### config.mk
export PLATFORM = sky130hd
export DESIGN_NAME = pll_supervisor
export DESIGN_NICKNAME = d
export VERILOG_FILES = /design/src/rtl/pll_supervisor.sv
export SDC_FILE = /design/constraint.sdc
export NUM_CORES = 1
export LEC_CHECK = 0
export ABC_AREA = 0
export CAP_MARGIN = 5
export CORE_MARGIN = 10
export CORE_UTILIZATION = 62
export DETAILED_ROUTE_END_ITERATION = 7
export PLACE_DENSITY = 0.93
export SYNTH_ARGS = -nofsm -noshare
export SYNTH_HDL_FRONTEND = slang
export SYNTH_SLANG_ARGS = --single-unit
### constraint.sdc
create_clock -name clk -period 3.45 [get_ports clk]
set_clock_uncertainty 0.15 [all_clocks]
set_input_delay 0.345 -clock clk [delete_from_list [all_inputs] [get_ports clk]]
set_output_delay 0.345 -clock clk [all_outputs]
set_load 0.01 [all_outputs]
### src/rtl/pll_supervisor.sv
// rtl/pll_supervisor.sv - PLL reset/lock sequencer with staggered downstream reset release
// and runtime output-divider reprogramming applied only while the PLL is held in reset.
module pll_supervisor #(
  parameter int NUM_RST      = 3,
  parameter int DIVW         = 7,
  parameter int DEF_DIV      = 6,
  parameter int PLL_RST_CYC  = 16,
  parameter int LOCK_FILTER  = 1024,
  parameter int LOCK_TIMEOUT = 65536,
  parameter int MAX_RETRY    = 3,
  parameter int STAGGER      = 4
) (
  input  logic               clk,
  input  logic               reset,
  input  logic               pll_lock,
  output logic               pll_rst,
  output logic [DIVW-1:0]    odiv,
  input  logic               sel_req,
  input  logic [DIVW-1:0]    sel_div,
  output logic               sel_ack,
  output logic [NUM_RST-1:0] rst_out,
  output logic               ready,
  output logic               fail
);
  localparam int RW       = $clog2(PLL_RST_CYC + 1);
  localparam int FW       = $clog2(LOCK_FILTER + 1);
  localparam int TW       = $clog2(LOCK_TIMEOUT + 1);
  localparam int NW       = $clog2(MAX_RETRY + 1);
  localparam int REL_LAST = STAGGER * (NUM_RST - 1);
  localparam int LW       = $clog2(REL_LAST + 2);

  localparam logic [RW-1:0] RST_LAST   = RW'(PLL_RST_CYC - 1);
  localparam logic [FW-1:0] FILT_LAST  = FW'(LOCK_FILTER - 1);
  localparam logic [FW-1:0] FILT_MAX   = FW'(LOCK_FILTER);
  localparam logic [TW-1:0] TMO_LAST   = TW'(LOCK_TIMEOUT - 1);
  localparam logic [TW-1:0] TMO_MAX    = TW'(LOCK_TIMEOUT);
  localparam logic [NW-1:0] RETRY_LAST = NW'(MAX_RETRY - 1);
  localparam logic [LW-1:0] REL_END    = LW'(REL_LAST);

  typedef enum logic [2:0] {S_RST_PLL, S_WAIT_LOCK, S_RELEASE, S_RUN, S_FAIL} state_t;

  state_t              state_q, state_d;
  logic [RW-1:0]       rst_cnt_q, rst_cnt_d;
  logic [FW-1:0]       filt_q, filt_d;
  logic [TW-1:0]       tmo_q, tmo_d;
  logic [NW-1:0]       retry_q, retry_d;
  logic [LW-1:0]       rel_q, rel_d;
  logic                pll_rst_q, pll_rst_d;
  logic [NUM_RST-1:0]  rst_out_q, rst_out_d;
  logic                ready_q, ready_d;
  logic                fail_q, fail_d;
  logic                sel_ack_q, sel_ack_d;
  logic [DIVW-1:0]     odiv_q, odiv_d;
  logic                lock_m_q, lock_s_q;
  logic                to_rst;

  always_comb begin
    state_d   = state_q;
    rst_cnt_d = rst_cnt_q;
    filt_d    = filt_q;
    tmo_d     = tmo_q;
    retry_d   = retry_q;
    rel_d     = rel_q;
    pll_rst_d = pll_rst_q;
    rst_out_d = rst_out_q;
    ready_d   = ready_q;
    fail_d    = fail_q;
    sel_ack_d = 1'b0;
    odiv_d    = odiv_q;
    to_rst    = 1'b0;
    unique case (state_q)
      S_RST_PLL: begin
        pll_rst_d = 1'b1;
        filt_d    = '0;
        tmo_d     = '0;
        if (rst_cnt_q >= RST_LAST) begin
          state_d   = S_WAIT_LOCK;
          pll_rst_d = 1'b0;
          rst_cnt_d = '0;
        end else begin
          rst_cnt_d = rst_cnt_q + 1'b1;
        end
      end
      S_WAIT_LOCK: begin
        filt_d = !lock_s_q ? '0 : (filt_q == FILT_MAX) ? filt_q : filt_q + 1'b1;
        tmo_d  = (tmo_q == TMO_MAX) ? tmo_q : tmo_q + 1'b1;
        // A completed filter wins over a timeout landing on the same cycle.
        if (lock_s_q && filt_q == FILT_LAST) begin
          retry_d      = '0;
          rel_d        = '0;
          rst_out_d[0] = 1'b0;
          state_d      = (REL_LAST == 0) ? S_RUN : S_RELEASE;
        end else if (tmo_q == TMO_LAST) begin
          retry_d = retry_q + 1'b1;
          if (retry_q == RETRY_LAST) begin
            state_d = S_FAIL;
            fail_d  = 1'b1;
          end else begin
            to_rst = 1'b1;
          end
        end
      end
      S_RELEASE: begin
        if (!lock_s_q) begin
          to_rst = 1'b1;
        end else begin
          rel_d = rel_q + 1'b1;
          for (int i = 1; i < NUM_RST; i++) begin
            if (rel_d == LW'(STAGGER * i)) rst_out_d[i] = 1'b0;
          end
          if (rel_d == REL_END) state_d = S_RUN;
        end
      end
      S_RUN: begin
        if (!lock_s_q) begin
          to_rst = 1'b1;
        end else if (sel_req) begin
          sel_ack_d = 1'b1;
          odiv_d    = sel_div;
          to_rst    = 1'b1;
        end else begin
          ready_d = 1'b1;
        end
      end
      S_FAIL: begin
        pll_rst_d = 1'b0;
        rst_out_d = '1;
        fail_d    = 1'b1;
        if (sel_req) begin
          sel_ack_d = 1'b1;
          odiv_d    = sel_div;
          fail_d    = 1'b0;
          retry_d   = '0;
          to_rst    = 1'b1;
        end
      end
      default: to_rst = 1'b1;
    endcase
    // Every path back to RST_PLL raises pll_rst on the same edge any new odiv lands.
    if (to_rst) begin
      state_d   = S_RST_PLL;
      pll_rst_d = 1'b1;
      rst_cnt_d = '0;
      rst_out_d = '1;
      ready_d   = 1'b0;
    end
  end

  always_ff @(posedge clk or posedge reset) begin
    if (reset) begin
      state_q   <= S_RST_PLL;
      rst_cnt_q <= '0;
      filt_q    <= '0;
      tmo_q     <= '0;
      retry_q   <= '0;
      rel_q     <= '0;
      pll_rst_q <= 1'b1;
      rst_out_q <= '1;
      ready_q   <= 1'b0;
      fail_q    <= 1'b0;
      sel_ack_q <= 1'b0;
      odiv_q    <= DIVW'(DEF_DIV);
      lock_m_q  <= 1'b0;
      lock_s_q  <= 1'b0;
    end else begin
      state_q   <= state_d;
      rst_cnt_q <= rst_cnt_d;
      filt_q    <= filt_d;
      tmo_q     <= tmo_d;
      retry_q   <= retry_d;
      rel_q     <= rel_d;
      pll_rst_q <= pll_rst_d;
      rst_out_q <= rst_out_d;
      ready_q   <= ready_d;
      fail_q    <= fail_d;
      sel_ack_q <= sel_ack_d;
      odiv_q    <= odiv_d;
      lock_m_q  <= pll_lock;
      lock_s_q  <= lock_m_q;
    end
  end

  assign pll_rst = pll_rst_q;
  assign rst_out = rst_out_q;
  assign ready   = ready_q;
  assign fail    = fail_q;
  assign sel_ack = sel_ack_q;
  assign odiv    = odiv_q;
endmodule

# Word-level counts from Yosys, hierarchy flattened
# Cells that the tools add are included.
# op_classes
add_sub_neg	5
n_lt_le_gt_ge	1
eq_ne	29
muxes	54
n_reduce_logical	24
# ops
op	count
case mux 17 bit (2 select lines)	1
two-way mux 3 bit	8
two-way mux 11 bit	2
case mux 11 bit (2 select lines)	1
!= test 3 bit (second input constant)	7
two-way mux 1 bit	20
adder 17 x 1 -> 17 bit (second input constant)	1
equality test 17 x 16 -> 1 bit (second input constant)	1
equality test 17 bit (second input constant)	1
two-way mux 17 bit	1
!= test 2 bit (second input constant)	8
two-way mux 5 bit	3
AND reduction 3 bit	5
two-way mux 7 bit	2
case mux 7 bit (2 select lines)	1
nonzero test 2 bit	7
adder 11 x 1 -> 11 bit (second input constant)	1
equality test 11 x 10 -> 1 bit (second input constant)	1
equality test 11 bit (second input constant)	1
case mux 3 bit (3 select lines)	1
nonzero test 3 bit	3
two-way mux 2 bit	4
two-way mux 4 bit	2
!= test 4 bit (second input constant)	2
other kinds (21)	29
# word_totals
ff_bits	58
in_bits	11

# Longest topological paths before layout
# Gate-level depths: netlist of the first run.
# logic_depth
ltp_word	7
depth_mapped	9
mapped_depth_nobuf	8

# Least setup slack after synthesis of the first run
# Ideal clock, no wire load.
# synth_path
kind	reg2reg
start	register tmo_q[3]
end	register rst_cnt_q[1]
arrival_time_ps	2051
slack_ps	1127
path_stages_with_launch	10
synth_period_minus_slack_ps	2323
path_cell_list	dfrtp_1 -> and4_1 -> clkbuf_1 -> and4_1 -> and4_1 -> ha_1 -> inv_1 -> nor3_1 -> a21oi_1 -> a32o_1
# synth_via
elab_chain_len	5
elab_cells_between_ends	6
classes_between	eq/ne: 1; mux: 4; reduce/logical: 1
# synth_lines
element	line	text
from (decl)	45	logic [TW-1:0] tmo_q, tmo_d;
from (signal assigned)	169	tmo_q <= tmo_d;
equality test 17 x 16 -> 1 bit (*)	93	end else if (tmo_q == TMO_LAST) begin
two-way mux 1 bit (*)	93	
two-way mux 1 bit (*)	88	if (lock_s_q && filt_q == FILT_LAST) begin
case mux 1 bit (5 select lines) (*)	71	unique case (state_q)
two-way mux 5 bit / nonzero test 2 bit (equally long branches)	-	
to (signal assigned)	167	rst_cnt_q <= rst_cnt_d;
to (decl)	43	logic [RW-1:0] rst_cnt_q, rst_cnt_d;
# Every way passes the cells marked *; elsewhere a longest branch is shown, timed or not.
# A chain may end at the register's enable or synchronous reset.

# Worst setup path after layout of the first run
# Ends and elaborated chain as after synthesis.

==> run_results.csv, run 1 <==
group,metric,value,unit
outcome,status,"complete, no violations",
timing,setup-tns-final,0,ns
worst_setup_path,start_kind,"flop",
route,routed_via_density,6.26,
yosys,synth_nets,338,
clock_tree,path_clk_slew,0.07,ns
worst_hold_path,hold_class,"reg -> reg",
yosys,ys.flop_type,"dfrtp_1",
floorplan,fp-row-count,25,
layout,diodes,0,
worst_setup_path,crit_required,3.53,ns
timing,max_freq,381,MHz
yosys,yosysSeqAreaShare,46.8,%
yosys,syn-cell-area,3120,µm²
floorplan,dieArea,8270,µm²
worst_hold_path,holdPathStages,0,
worst_setup_path,regToRegStartpoint,"tmo_q[3]$_DFFE_PP0P_",
yosys,yosys.area.top_type_share,41.7,%
route,ant_nets,0,
route,drc_errors,0,
clock_tree,cts_tree,"built",
timing,timing.final.ws_setup,0.823,ns
worst_hold_path,hold_start,"lock_m_q$_DFF_PP0_",
layout,final_common_cell,"dfrtp_1",
clock_tree,hold_buffers,0,
flow_run,cap_violations,0,
global_routing,overflow,0,
route,num_vias,2584,
floorplan,initial_utilization,65.2,%
clock_tree,post_cts_resized,0,
global_routing,grt.total_usage,17.8,%
timing,fin_crit,2.63,ns
layout,syn_to_final_growth,16.1,%
timing,finalHoldViolCount,0,
yosys,synth-edff-count,0,
route,dr.pass1.iters,7,
clock_tree,numClockSinks,58,
place,globalplace.congestion,0.900,
timing,finalCritPeriodShare,76.1,%
floorplan,core_area,4790,µm²
worst_setup_path,cp_max_fo,7,
place,hpwl,4960,µm
yosys,yosysWarnings,0,
worst_setup_path,crit_path_end_kind,"flop",
worst_setup_path,r2r_end,"rst_cnt_q[1]$_DFFE_PP0P_",
worst_setup_path,path_cells,"and4_1 -> and4_1 -> and4_1 -> ha_1 -> inv_1 -> nor3_1 -> a21oi_1 -> a32o_1",
floorplan,die_w,90.9,µm
place,io_buffer_count,24,
worst_setup_path,slowest_stage,"dfrtp_1",
worst_setup_path,worst-r2r-cell-count,8,
pwr,peakVddDrop,0.324,mV
worst_setup_path,worst-r2r-setup-slack,0.82,ns
timing,rsz0062_at_grt,"no",
timing,report.final.slew_viol_count,0,
yosys,synth_area_leaders,"dfrtp_1 (42%), dfstp_2 (5.1%), ha_1 (3.6%), nand2_1 (3.5%), o21ai_0 (3.4%)",
yosys,synthCells,318,
floorplan,die-height,90.9,µm
global_routing,first_global_vias,2542,
route,post_drt_wl_per_cell,17.0,µm
place,place_ws,0.913,ns
worst_setup_path,critPathTopFamily,"simple AND/OR/NAND/NOR gates",
layout,fin_nets,361,
layout,drive_gt1_share,11.0,%
pwr,p_leak,1.61,nW
global_routing,antenna_found_initial,0,
yosys,ys_ff_latch,58,
worst_setup_path,slowest_delay,0.46,ns
worst_setup_path,path_common_cell,"and4_1",
timing,max-slew-margin-rel,51.8,%
global_routing,grt_max_degree,36,
yosys,avgSynthCellArea,9.81,µm²
clock_tree,insertion_delay,0.34,ns
clock_tree,clock_path_buffers,2,
worst_setup_path,arrival,2.71,ns
layout,layout_common_cells,"dfrtp_1 (52), nand2_1 (29), clkdlybuf4s50_1 (24)",
floorplan,io_pins,25,
yosys,yosysUniqueCellTypes,62,
clock_tree,cts_buffers,9,
yosys,async_flop_share,100,%
route,drt-total-wl,7000,µm
worst_hold_path,hold_end,"lock_s_q$_DFF_PP0_",
clock_tree,ctsRootBufferMaster,"clkbuf_8",
route,dr.first_iter.drc_count,175,
worst_setup_path,path_buf_inv,1,
clock_tree,post_cts_buffers,0,
clock_tree,h-tree-depth,3,
global_routing,grt_pass1_wl,12000,µm
worst_setup_path,critPathKind,"reg -> reg",
timing,finalSetupViolCount,0,
yosys,synth_top_cell_by_area,"dfrtp_1",
timing,tightest_slew,0.721,ns
pwr,powerDensity,410,nW/µm²
-- cells in the mapped netlist (all sizes together) (2+ instances only) --
master,instances
and3,4
dfrtp,52
nand4b,2
nand3b,2
nor3b,2
a211oi,2
o21ai,22
nand2,29
nand2b,4
a21o,2
o21a,2
o31a,2
or3,5
o211ai,4
and4,6
xnor2,3
mux2i,5
o41ai,2
and2,4
nand4,4
nand3,12
nor4b,3
xor2,5
ha,9
a21boi,2
o31ai,9
nor2,17
a31oi,3
nor3,4
a22oi,2
nor2b,3
inv,17
nor4,5
o22ai,4
clkbuf,7
buf,9
or4,3
mux2,7
or2,2
a21oi,16
dfstp,6
-- metal layers --
layer / vias to the layer above / part of all wire, % / wire (µm) / GRT usage [%]
met5: - / 0 / 0 / 0
met4: 0 / 2.4 / 167 / 7.83
li1: 1219 / - / - / -
met3: 24 / 5.3 / 371 / 5.15
met1: 1240 / 41 / 2900 / 20.4
met2: 101 / 51 / 3560 / 30.4
-- metrics by stage --
step / instances / util, % / total power, mW / hold slack, ns / cell area [µm²]
CTS: 413 / 75.6 / 1.50 / 0.206 / 3620
global route: 413 / 75.6 / 1.54 / 0.219 / 3620
detailed placement: 397 / 70.7 / 0.747 / 0.191 / 3390
finish: 413 / 75.6 / 1.48 / 0.203 / 3620
global placement: 397 / 70.7 / 0.745 / 0.185 / 3390
floorplan: 318 / - / 0.727 / 0.181 / 3120
-- how the worst max path moves through the flow --
stage,from,end,slack [ns],depth (start not counted)
6_report,tmo_q[3]$_DFFE_PP0P_,rst_cnt_q[1]$_DFFE_PP0P_,0.82,8
5_1_grt,tmo_q[3]$_DFFE_PP0P_,rst_cnt_q[1]$_DFFE_PP0P_,0.59,8
4_1_cts,tmo_q[3]$_DFFE_PP0P_,rst_cnt_q[1]$_DFFE_PP0P_,0.85,8
3_5_place_dp,tmo_q[3]$_DFFE_PP0P_,rst_cnt_q[1]$_DFFE_PP0P_,0.91,8
3_3_place_gp,tmo_q[3]$_DFFE_PP0P_,rst_cnt_q[1]$_DFFE_PP0P_,1.07,8
2_1_floorplan,tmo_q[3]$_DFFE_PP0P_,rst_cnt_q[1]$_DFFE_PP0P_,1.13,9
-- report_power, final --
group / total (mW) / internal [mW] / switching [mW]
clock: 0.749 / 0.476 / 0.273
combinational: 0.0443 / 0.0185 / 0.0258
sequential: 0.690 / 0.684 / 0.00525
total: 1.48 / 1.18 / 0.304
-- state kept, by name (all words and copies together) (netlist names) --
name / flops
fail: 1
odiv: 7
retry_q: 2
state_q: 3
lock_s_q: 1
lock_m_q: 1
pll_rst: 1
tmo_q: 17
rst_out: 3
rst_cnt_q: 5
ready: 1
rel_q: 4
sel_ack: 1
filt_q: 11
-- area by class of cell --
| class | instances | area (µm²) |
|---|---|---|
| repair buffers | 28 | 270 |
| inverters | 17 | 63.8 |
| well taps | 67 | 83.8 |
| clock inverters | 6 | 105 |
| flip-flops and latches | 58 | 1460 |
| clock buffers | 10 | 128 |
| fillers | 310 | 1170 |
| multi-input cells | 227 | 1510 |
-- cell families (layout without fill, tap and decap cells) --
group | count (synthesis) | count (layout) | synth area share [%]
DFF | 58 | 58 | 46.8
xor gates and xnor gates | 8 | 8 | 2.25
and+or+nand+nor | 115 | 115 | 20.5
muxes | 12 | 12 | 4.13
buffers and inverters | 33 | 61 | 4.82
adders and majority gates | 9 | 9 | 3.61
AOI/OAI and AO/OA | 83 | 83 | 17.9
-- worst register-to-register path, cell delays in order (launching register included) --
cell     delay (ns)
dfrtp_1        0.46
and4_1         0.35
and4_1         0.28
and4_1         0.23
ha_1           0.19
inv_1          0.08
nor3_1         0.28
a21oi_1        0.21
a32o_1         0.30
(Power assumes the default switching activity.)
==> run 2: changes to the inputs <==
--- a/config.mk
+++ b/config.mk
@@ -8,9 +8,9 @@
 export ABC_AREA = 0
 export CAP_MARGIN = 5
 export CORE_MARGIN = 10
-export CORE_UTILIZATION = 62
+export CORE_UTILIZATION = 52
 export DETAILED_ROUTE_END_ITERATION = 7
-export PLACE_DENSITY = 0.93
+export PLACE_DENSITY = 0.84
 export SYNTH_ARGS = -nofsm -noshare
 export SYNTH_HDL_FRONTEND = slang
 export SYNTH_SLANG_ARGS = --single-unit
==> constraint.sdc (replaced) <==
create_clock -name clk -period 2.35 [get_ports clk]
set_clock_uncertainty 0.15 [all_clocks]
set_input_delay 0.235 -clock clk [delete_from_list [all_inputs] [get_ports clk]]
set_output_delay 0.235 -clock clk [all_outputs]
set_load 0.01 [all_outputs]
==> run_results.csv, run 2 (synthesized netlist as in run 1, its figures left out) <==
group,metric,value,unit
place,hpwl,5200,µm
layout,num-fill-cells,463,
global_routing,grt_pass1_wl,12200,µm
worst_hold_path,hold_class,"in -> async",
worst_setup_path,crit_required,2.43,ns
pwr,p_sw_share,24.1,%
clock_tree,numClockSinks,58,
clock_tree,cts_tree,"built",
worst_setup_path,r2r_end,"rst_cnt_q[1]$_DFFE_PP0P_",
layout,top_register,"tmo_q",
pwr,p_seq_share,53.2,%
route,post_drt_wl_per_cell,16.5,µm
timing,max-slew-margin-rel,64.3,%
flow_run,cap_violations,0,
floorplan,core_area,5890,µm²
global_routing,first_global_vias,2629,
pwr,peakVddDrop,0.396,mV
floorplan,dieArea,9490,µm²
route,num_vias,2675,
timing,finalSetupViolCount,0,
pwr,power_frac_comb,3.7,%
timing,setup-tns-final,0,ns
worst_setup_path,cp_max_fo,4,
worst_setup_path,path_cells,"and4_4 -> and4_4 -> and4_1 -> ha_2 -> inv_1 -> nor3_2 -> a21oi_1 -> a32o_1",
worst_setup_path,crit_path_end_kind,"flop",
floorplan,io_pins,25,
place,io_buffer_count,24,
route,ant_nets,0,
clock_tree,insertion_delay,0.35,ns
floorplan,fp-row-count,28,
worst_setup_path,arrival,2.30,ns
global_routing,grt_max_degree,25,
clock_tree,hold_buffers,0,
layout,largest_register_ffs,17,
global_routing,antenna_found_initial,0,
clock_tree,clock_path_buffers,2,
pwr,power_switching,0.458,mW
pwr,fin_total_pwr,1.90,mW
worst_setup_path,slowest_stage,"dfrtp_1",
pwr,p_leak,1.66,nW
floorplan,die-height,97.4,µm
route,routed_via_density,6.08,
timing,rsz0062_at_grt,"no",
place,globalplace.congestion,0.856,
worst_setup_path,worst-r2r-cell-count,8,
floorplan,initial_utilization,53.0,%
layout,syn_to_final_growth,20.1,%
layout,diodes,0,
timing,finalHoldViolCount,0,
route,drc_errors,0,
worst_setup_path,start_kind,"flop",
layout,final_common_cell,"dfrtp_1",
clock_tree,path_clk_slew,0.07,ns
worst_setup_path,path_common_cell,"and4_4",
layout,drive_gt1_share,17.0,%
pwr,powerDensity,508,nW/µm²
worst_setup_path,slowest_delay,0.40,ns
worst_setup_path,worst-r2r-setup-slack,0.14,ns
route,dr.pass1.iters,5,
timing,report.final.slew_viol_count,0,
worst_setup_path,critPathKind,"reg -> reg",
timing,max_freq,452,MHz
pwr,clock_power_share,43.1,%
outcome,status,"complete, no violations",
clock_tree,h-tree-depth,3,
clock_tree,ctsRootBufferMaster,"clkbuf_8",
layout,fin_nets,380,
route,dr.first_iter.drc_count,165,
layout,layout_common_cells,"dfrtp_1 (52), nand2_1 (29), clkdlybuf4s50_1 (24)",
route,drt-total-wl,7250,µm
timing,fin_crit,2.21,ns
global_routing,overflow,0,
global_routing,grt.total_usage,15.2,%
worst_setup_path,regToRegStartpoint,"tmo_q[10]$_DFFE_PP0P_",
timing,finalCritPeriodShare,94.1,%
pwr,intPower,1.44,mW
timing,tightest_slew,0.530,ns
floorplan,die_w,97.4,µm
clock_tree,cts_buffers,9,
## run 2: changes by cell type in the layout (fill, tap and decap cells not counted), sizes merged
cell / previous run / this run
bufinv: 3 / 0
clkinv: 3 / 1
buf: 4 / 23
clkinvlp: 0 / 5
## run 2: timing repair
action | 4_1_cts | 5_1_grt
buffers inserted | 0 | 4
gates resized for setup | 0 | 4
setup endpoints to repair | 0 | 10
## run 2: critical path, delay by kind of cell, from the launching register on
| family | cells | cell delay [ns] |
|---|---|---|
| buffers and inverters | 1 | 0.08 |
| flip-flops | 1 | 0.40 |
| AND/OR/NAND/NOR | 4 | 0.89 |
| adder cells (fa/ha/maj) | 1 | 0.19 |
| AO/OA/AOI/OAI | 2 | 0.39 |
## run 2: layout make-up
type                    instances  area (µm²)  share of cell area, %
clock buffers                  10         138                   3.68
clock inverters                 6        42.5                   1.14
inverters                      17        63.8                   1.70
multi-input cells             227        1520                   40.6
flip-flops and latches         58        1460                   39.0
well taps                      75        93.8                   2.51
repair buffers                 47         425                   11.4
## run 2: power by group through the flow
| stage | Combinational (mW) | Sequential [mW] | Clock [mW] |
|---|---|---|---|
| detailed placement | 0.0718 | 1.03 | 0 |
| global placement | 0.0694 | 1.03 | 0 |
| CTS | 0.0717 | 1.01 | 0.838 |
| floorplan | 0.0387 | 1.03 | 0 |
| finish | 0.0703 | 1.01 | 0.819 |
| global route | 0.0793 | 1.01 | 0.871 |
## run 2: worst max path at each step
stage	from	endpoint	slack, ns	depth (start not counted)
after floorplan	tmo_q[3]$_DFFE_PP0P_	rst_cnt_q[1]$_DFFE_PP0P_	0.03	9
after global placement	tmo_q[9]$_DFFE_PP0P_	rst_cnt_q[1]$_DFFE_PP0P_	0.17	8
after detailed placement	tmo_q[9]$_DFFE_PP0P_	rst_cnt_q[1]$_DFFE_PP0P_	0.09	8
after CTS	tmo_q[9]$_DFFE_PP0P_	rst_cnt_q[1]$_DFFE_PP0P_	0.07	8
after global routing	tmo_q[10]$_DFFE_PP0P_	rst_cnt_q[1]$_DFFE_PP0P_	0.01	8
final	tmo_q[10]$_DFFE_PP0P_	rst_cnt_q[1]$_DFFE_PP0P_	0.14	8
## run 2: metal layers
metal	wire, µm	track usage, %	vias up
met5	0	0	-
met4	217	6.60	0
met3	320	3.63	19
met2	3720	26.1	80
met1	3000	17.6	1325
li1	-	-	1251
## run 2: per-stage QoR
stage,std cells,utilization (%),setup slack [ns],instance area (µm²),hold slack [ns]
after detailed placement,420,59.8,0.0908,3520,0.186
after CTS,436,62.9,0.0675,3700,0.0585
after global placement,420,59.8,0.169,3520,0.184
after global routing,440,63.6,0.0116,3740,0.0804
final,440,63.6,0.138,3740,0.0566
after floorplan,318,-,0.0270,3120,0.116
==> run 3: changes to the inputs <==
--- a/config.mk
+++ b/config.mk
@@ -9,8 +9,10 @@
 export CAP_MARGIN = 5
 export CORE_MARGIN = 10
 export CORE_UTILIZATION = 52
+export CTS_CLUSTER_DIAMETER = 150
 export DETAILED_ROUTE_END_ITERATION = 7
 export PLACE_DENSITY = 0.84
+export SKIP_LAST_GASP = 1
 export SYNTH_ARGS = -nofsm -noshare
 export SYNTH_HDL_FRONTEND = slang
 export SYNTH_SLANG_ARGS = --single-unit
==> constraint.sdc (replaced) <==
create_clock -name clk -period 1.8 [get_ports clk]
set_clock_uncertainty 0.15 [all_clocks]
set_input_delay 0.18 -clock clk [delete_from_list [all_inputs] [get_ports clk]]
set_output_delay 0.18 -clock clk [all_outputs]
set_load 0.01 [all_outputs]
==> run_results.csv, run 3 (synthesized netlist as in run 1, its figures left out) <==
group,metric,value,unit
route,drt-total-wl,10800,µm
global_routing,grt_max_degree,59,
global_routing,antenna_found_initial,0,
floorplan,core_area,5890,µm²
worst_setup_path,critPathLaunch,"tmo_q[4]$_DFFE_PP0P_",
route,routed_via_density,6.28,
timing,rsz0062_at_grt,"yes",
flow_run,cap_violations,0,
clock_tree,hold_buffers,0,
pwr,p_leak,2.07,nW
worst_setup_path,path_cells,"and4_4 -> and4_4 -> and4_4 -> ha_4 -> inv_4 -> nor3_4 -> a211o_1 -> a31oi_1",
route,drc_errors,0,
clock_tree,path_clk_slew,0.08,ns
timing,finalSetupViolCount,33,
global_routing,overflow,0,
global_routing,grt_pass1_wl,15700,µm
timing,fin_crit,2.09,ns
worst_setup_path,start_kind,"flop",
worst_setup_path,arrival,2.17,ns
timing,timing.final.ws_setup,-0.290,ns
worst_setup_path,crit_path_end_kind,"flop",
clock_tree,insertion_delay,0.36,ns
timing,finalCritPeriodShare,116,%
layout,layout_common_cells,"buf_4 (74), dfrtp_1 (49), nand2_1 (27)",
worst_setup_path,crit_required,1.88,ns
floorplan,io_pins,25,
clock_tree,h-tree-depth,3,
clock_tree,ctsRootBufferMaster,"clkbuf_8",
global_routing,grt.total_usage,20.1,%
floorplan,die-height,97.4,µm
layout,syn_to_final_growth,46.8,%
clock_tree,cts_buffers,9,
pwr,powerDensity,577,nW/µm²
floorplan,die_w,97.4,µm
layout,fin_nets,439,
worst_setup_path,worst-r2r-cell-count,8,
timing,max_freq,478,MHz
layout,drive_gt1_share,42.2,%
pwr,peakVddDrop,0.603,mV
timing,tightest_slew,0.593,ns
layout,final_common_cell,"buf_4",
worst_setup_path,path_common_cell,"and4_4",
pwr,fin_total_pwr,2.64,mW
global_routing,first_global_vias,3189,
floorplan,initial_utilization,53.0,%
clock_tree,clock_path_buffers,2,
worst_setup_path,worst-r2r-setup-slack,-0.29,ns
clock_tree,numClockSinks,58,
outcome,violations,"setup timing",
outcome,status,"finished with violations",
worst_hold_path,hold_class,"in -> async",
route,num_vias,3134,
clock_tree,cts_tree,"built",
layout,num-fill-cells,317,
timing,finalHoldViolCount,0,
place,io_buffer_count,24,
layout,diodes,0,
worst_setup_path,regToRegStartpoint,"tmo_q[4]$_DFFE_PP0P_",
place,hpwl,5940,µm
worst_setup_path,cp_max_fo,4,
route,ant_nets,0,
place,globalplace.congestion,0.908,
layout,top_register,"tmo_q",
layout,fin_util,77.8,%
worst_setup_path,slowest_delay,0.38,ns
worst_setup_path,critPathKind,"reg -> reg",
layout,largest_register_ffs,17,
route,dr.first_iter.drc_count,259,
worst_setup_path,slowest_stage,"dfrtp_1",
timing,max-slew-margin-rel,60.1,%
floorplan,fp-row-count,28,
timing,report.final.slew_viol_count,0,
route,dr.pass1.iters,4,
route,post_drt_wl_per_cell,21.6,µm
worst_setup_path,r2r_end,"rst_cnt_q[3]$_DFFE_PP0P_",
floorplan,dieArea,9490,µm²
[run 3: cell types whose count changed in the layout (fill, tap and decap cells not counted), sizes merged]
cell	delta
buf	+59
bufinv	+1
clkbuf	+1
clkdlybuf4s50	-2
clkinv	+1
clkinvlp	-3
dlymetal6s2s	+2
[run 3: area by class of cell]
class	count	area [µm²]	area share, %
repair buffers	106	908	19.8
inverters	17	68.8	1.50
clock inverters	5	55.1	1.20
well taps	75	93.8	2.05
multi-input cells	227	1860	40.6
flip-flops and latches	58	1460	31.9
clock buffers	11	131	2.87
[run 3: timing repair]
action | in CTS | in global routing
endpoints found under the setup margin | 34 | 44
pin swaps | 10 | 19
buffers inserted | 6 | 7
resized for setup | 36 | 57
[run 3: metal layers]
metal	GRT usage, %	vias to the layer above	wire length (µm)
met5	0	-	0
met4	11.3	0	515
met3	5.69	53	806
met2	34.5	188	5650
met1	21.5	1514	3790
li1	-	1379	-
[run 3: how the worst max path moves through the flow]
stage | endpoint | slack (ns) | depth (start not counted)
2_1_floorplan | rst_cnt_q[1]$_DFFE_PP0P_ | -0.25 | 9
3_3_place_gp | rst_cnt_q[3]$_DFFE_PP0P_ | -0.15 | 8
3_5_place_dp | tmo_q[1]$_DFFE_PP0P_ | -0.33 | 7
4_1_cts | rst_cnt_q[0]$_DFFE_PP0P_ | -0.19 | 8
5_1_grt | tmo_q[1]$_DFFE_PP0P_ | -0.44 | 5
6_report | rst_cnt_q[3]$_DFFE_PP0P_ | -0.29 | 8
[run 3: critical path, delay by kind of cell (launching register included)]
kind / cells / cell delay (ns)
flops: 1 / 0.38
fa+ha+maj: 1 / 0.16
buf+inv: 1 / 0.05
simple gates: 4 / 0.85
compound gates: 2 / 0.38
[run 3: where the power goes]
group | switching (mW) | leakage (nW) | internal, mW
logic | 0.0660 | 1.22 | 0.0594
registers | 0.00523 | 0.753 | 1.31
clock network | 0.567 | 0.0893 | 0.635
[run 3: per-stage QoR]
stage	TNS [ns]	instances	instance area, µm²	setup slack [ns]	hold slack (ns)
after global routing	-7.02	499	4580	-0.436	0.0716
after floorplan	-1.99	318	3160	-0.253	0.0614
final	-4.62	499	4580	-0.290	0.0506
after global placement	-1.63	471	3940	-0.146	0.186
after CTS	-1.73	493	4290	-0.188	0.0692
after detailed placement	-3.39	471	3940	-0.330	0.191
